[config.mk]
export PLATFORM = sky130hd
export DESIGN_NAME = design_select_sequencer
export DESIGN_NICKNAME = d
export VERILOG_FILES = /design/src/rtl/design_select_sequencer.sv
export SDC_FILE = /design/constraint.sdc
export NUM_CORES = 1
export LEC_CHECK = 0
export CORE_AREA = 2 2 641 643
export DETAILED_ROUTE_END_ITERATION = 10
export DIE_AREA = 0 0 643 645
export PLACE_DENSITY = 0.3
export RECOVER_POWER = 50
export SYNTH_ARGS = -nofsm -noshare
export SYNTH_HDL_FRONTEND = slang
export SYNTH_SLANG_ARGS = --single-unit
[constraint.sdc]
create_clock -name clock -period 3.7 [get_ports clock]
set_clock_uncertainty 0.05 [all_clocks]
set_input_delay 1.11 -clock clock [delete_from_list [all_inputs] [get_ports clock]]
set_output_delay 1.11 -clock clock [all_outputs]
set_load 0.005 [all_outputs]
[src/rtl/design_select_sequencer.sv]
// Routes pad io to one of NUM_DES design slots, switching safely: the selection is synchronised,
// io_out is blanked and the new design is held in reset for RST_CYCLES before it is connected.
module design_select_sequencer #(
    parameter int unsigned NUM_DES     = 64,
    parameter int unsigned IO_W        = 12,
    parameter int unsigned SEL_W       = 6,
    parameter int unsigned SYNC_STAGES = 2,
    parameter int unsigned RST_CYCLES  = 4
) (
    input  logic                    clock,
    input  logic                    reset,
    input  logic [IO_W-1:0]         io_in,
    output logic [IO_W-1:0]         io_out,
    input  logic [SEL_W-1:0]        des_sel,
    input  logic                    hold_if_not_sel,
    input  logic                    sync_inputs,
    output logic [NUM_DES*IO_W-1:0] des_io_in,
    input  logic [NUM_DES*IO_W-1:0] des_io_out,
    output logic [NUM_DES-1:0]      des_reset,
    output logic [SEL_W-1:0]        active_sel,
    output logic                    switching
);

    localparam int unsigned CNT_W = (RST_CYCLES > 1) ? $clog2(RST_CYCLES) : 1;

    typedef enum logic [0:0] {StRun, StSwRst} state_t;

    state_t           state_q;
    logic [CNT_W-1:0] cnt_q;
    logic [SEL_W-1:0] sel_meta_q, sel_s_q, sel_cmp_q;
    logic [IO_W-1:0]  io_sync_q [SYNC_STAGES];
    logic [IO_W-1:0]  io_path;
    logic [IO_W-1:0]  sel_out;

    // sel_cmp_q is the compare stage, so the FSM never sees a stale mismatch after it updates
    // active_sel.
    always_ff @(posedge clock or negedge reset) begin
        if (!reset) begin
            sel_meta_q <= '0;
            sel_s_q    <= '0;
            sel_cmp_q  <= '0;
            for (int i = 0; i < SYNC_STAGES; i++) io_sync_q[i] <= '0;
        end else begin
            sel_meta_q   <= des_sel;
            sel_s_q      <= sel_meta_q;
            sel_cmp_q    <= sel_s_q;
            io_sync_q[0] <= io_in;
            for (int i = 1; i < SYNC_STAGES; i++) io_sync_q[i] <= io_sync_q[i-1];
        end
    end

    assign io_path   = sync_inputs ? io_sync_q[SYNC_STAGES-1] : io_in;
    assign switching = (state_q != StRun);

    // Out-of-range selections match no slot, so they see no inputs, outputs or switch reset.
    always_comb begin
        sel_out   = '0;
        des_io_in = '0;
        des_reset = '0;
        for (int i = 0; i < NUM_DES; i++) begin
            if (SEL_W'(i) == active_sel) begin
                sel_out                   = des_io_out[i*IO_W +: IO_W];
                des_io_in[i*IO_W +: IO_W] = io_path;
                des_reset[i]              = ~reset | switching;
            end else begin
                des_reset[i] = ~reset | hold_if_not_sel;
            end
        end
    end

    always_ff @(posedge clock or negedge reset) begin
        if (!reset) begin
            state_q    <= StSwRst;
            cnt_q      <= '0;
            active_sel <= '0;
            io_out     <= '0;
        end else begin
            io_out <= (state_q == StRun) ? sel_out : '0;
            if (sel_cmp_q != active_sel) begin
                active_sel <= sel_cmp_q;
                cnt_q      <= '0;
                state_q    <= StSwRst;
            end else if (state_q == StSwRst) begin
                if (cnt_q == CNT_W'(RST_CYCLES - 1)) begin
                    cnt_q   <= '0;
                    state_q <= StRun;
                end else begin
                    cnt_q <= cnt_q + 1'b1;
                end
            end
        end
    end

endmodule

==> flow_metrics.py <==
metrics = {
    "global_route": {
        "grt_max_degree": 36,
        "grt_pass1_wl_um": 419000,
        "grt_usage": 0.161,
        "antenna_found_initial": 142,
        "first_global_vias": 31200,
        "grt-ovfl-total": 0,
    },
    "sta": {
        "max_slew.worst_pin.slew_ps": 1490,
        "final_max_slew_viol_count": 0,
        "finalSetupTns_ps": -25990,
        "hold_viol": 0,
        "rsz0062_at_grt": "true",
        "setup_viol": 387,
        "fmax_mhz": 254,
        "fin_crit_sh": 1.07,
        "min_period_ps": 3940,
        "slew_headroom": 0.00853,
        "setup_ws_ps": -242,
    },
    "drt": {
        "finalWirelength_um": 351000,
        "num_vias": 31200,
        "wire_per_inst_um": 34.2,
        "dr.first_iter.drc_count": 3090,
        "drt_pass1_iterations": 6,
        "drtAntennaViolNets": 0,
        "viasPerCell": 3.04,
        "drc": 0,
    },
    "synth": {
        "synth_async_sr_flop_share": 1.00,
        "synth_nets": 3007,
        "synth_top_family_by_area": "simple AND/OR/NAND/NOR gates",
        "synth_compound_area_frac": 0.315,
        "synth_edf_count": 0,
        "synth_mux_area_frac": 0.0145,
        "synth_cell_types": 78,
        "synth_top_area_cell": "nor2_1",
        "synth_top_area_frac": 0.278,
        "postSynthAreaPerCell_um2": 5.67,
        "synth_area_um2": 12600,
        "yosys-top-cells-area": "nor2_1 (28%), dfrtp_1 (12%), a22oi_1 (7.8%)",
        "yosysWarnings": 0,
        "synthCells": 2216,
        "ys_seq_elements": 63,
        "yosys.area_share.simple": 0.451,
        "ys.flop_type": "dfrtp_1",
        "yosysSeqAreaShare": 0.125,
        "synthXorXnorAreaFrac": 0.00418,
        "synth_fa_ha_area_frac": 0.000995,
    },
    "worst_hold_path": {
        "min_to": "io_sync_q[5]",
        "hp-class": "reg2reg",
        "hold_path.startpoint": "io_sync_q[17]",
        "min_path_cells": 0,
    },
    "pwr": {
        "p_seq_frac": 0.118,
        "irDropWorstVdd_v": 0.000251,
        "p_int_uw": 3590,
        "power_density_nw_per_um2": 124,
        "p_comb_frac": 0.691,
        "switching_share": 0.422,
        "p_switching_uw": 2630,
        "p_clk_frac": 0.191,
        "leakage_uw": 0.0220,
    },
    "critical_path": {
        "r2r-end": "io_out[4]",
        "r2r_cells": 14,
        "cp_slowest_cell": "buf_16",
        "path_class": "in2out",
        "cp_num_buf_inv": 10,
        "slowest_delay_ps": 190,
        "crit_path_cell_trace": "buf_12, buf_12, buf_6, mux2i_4, buf_12, buf_16, buf_16, buf_12, buf_8, buf_6, nor2_4, buf_2",
        "end_kind": "output pin",
        "cp.arrival_ps": 2780,
        "cp-start-kind": "primary input",
        "ff2ff_setup_slack_ps": -120,
        "r2r_start": "active_sel[5]",
        "critical-path-top-delay-family": "buffers and inverters",
        "crit_top_cell": "buf_12",
        "cp_max_fo": 7,
        "cp.required_ps": 2540,
    },
    "place": {
        "io_buffers": 1640,
        "globalplace.congestion": 0.902,
        "pre_cts_ws_ps": -836,
        "dp_hpwl_um": 277000,
        "dp.cells": 9642,
        "dpl-instance-area_um2": 41500,
    },
    "clock_tree": {
        "clock_latency_ps": 460,
        "cts-root-buf": "clkbuf_16",
        "clkSinkCount": 63,
        "cts_buffers": 9,
        "holdBufCountCts": 0,
        "clockBufferDepth": 2,
        "cts_tree": "built",
        "cts_max_level": 3,
        "clk_pin_slew_ps": 90,
    },
    "floorplan": {
        "die_h_um": 645,
        "io_pins": 1641,
        "initial_utilization": 0.0308,
        "die_x_um": 643,
        "core_area_um2": 408000,
        "dieArea_um2": 415000,
        "num_rows": 235,
    },
    "layout": {
        "mostFrequentLayoutCell": "clkdlybuf4s50_1",
        "layout_common_cells": "clkdlybuf4s50_1 (782), nor2_1 (670), buf_4 (634)",
        "final_core_util": 0.122,
        "design_area_um2": 50000,
        "drive_above_1_share": 0.457,
        "layoutNonFillerInstCount": 10300,
        "layout.nets": 5578,
        "area_delta_synth_final_pct": 297,
    },
    "flow_run": {
        "max_cap_viol_count": 0,
    },
    "status": {
        "violations": "negative setup slack",
        "outcome": "complete, but fails checks",
    },
}
==> worst max-delay path by stage <==
stage                            from  slack [ps]        endpoint  cells past startpoint
after CTS                 sync_inputs        -380  des_io_in[631]                     10
after global routing      sync_inputs        -270   des_io_in[94]                     13
final                     sync_inputs        -240  des_io_in[565]                     12
after floorplan           sync_inputs          90  des_io_in[386]                      5
after global placement    sync_inputs        -870  des_io_in[153]                      7
after detailed placement  sync_inputs        -840  des_io_in[153]                      7
==> routing by layer <==
metal  part of all wire  up-vias  global-route usage  routed length (µm)
li1                   -    13100                   -                   -
met1               0.42    15700               0.200              146000
met2               0.48     1886               0.281              170000
met3              0.075      438              0.0408               26400
met4              0.023      114              0.0281                8100
met5             0.0021        -                   0                 737
==> sequential cells by signal (all words and copies together), names as in the netlist <==
signal      cells
io_out         12
active_sel      6
io_sync_q      24
cnt_q           2
sel_meta_q      6
sel_s_q         6
sel_cmp_q       6
switching       1
==> cells in the mapped netlist, drive strengths merged, types with 9 or more instances <==
cell / n
nor4: 14
a2111oi: 17
o221ai: 9
nand2: 84
buf: 55
or4: 12
o2111ai: 15
a221o: 13
a31oi: 9
nor3: 31
a22o: 16
and3: 59
o21a: 14
nand4: 26
o21ai: 57
a21oi: 111
mux2i: 16
a211oi: 13
clkbuf: 220
nor2: 934
o211ai: 12
a22oi: 131
nand3: 76
dfrtp: 62
a221oi: 71
==> repair_timing <==
action                     4_1_cts  5_1_grt
pin swaps                      153       59
setup buffers                  412      152
gates cloned                    63        6
setup endpoints to repair      844      759
gates resized for setup       2881      586
hold endpoints to repair         0        0
==> kinds of logic after synthesis <==
family                   count (synthesis)
AND/OR/NAND/NOR                       1301
XOR/XNOR                                 6
flip-flops                              63
buffers and inverters                  280
multiplexers                            18
adder cells (fa/ha/maj)                  1
AO/OA/AOI/OAI                          547
==> layout make-up <==
type / instances / area, µm²
Antenna cell: 31 / 77.6
Timing Repair Buffer: 2835 / 29100
Multi-Input combinational cell: 1873 / 12000
Inverter: 5 / 18.8
Clock buffer: 9 / 225
Fill cell: 47500 / 358000
Sequential cell: 63 / 1580
Tap cell: 5451 / 6820
Clock inverter: 7 / 103
==> through the flow <==
stage	hold WS, ps	power (µW)
2_1_floorplan	281	1250
3_3_place_gp	283	3730
3_5_place_dp	286	3730
4_1_cts	307	6260
5_1_grt	309	6460
6_report	306	6220
==> power groups by stage <==
stage                     Sequential, µW  Combinational [µW]  Clock (µW)
final                                736                4290        1190
after global routing                 739                4460        1270
after CTS                            736                4220        1300
after detailed placement             750                2980           0
after global placement               750                2980           0
after floorplan                      738                 513           0
No activity file was read; power rests on OpenSTA's default activity.
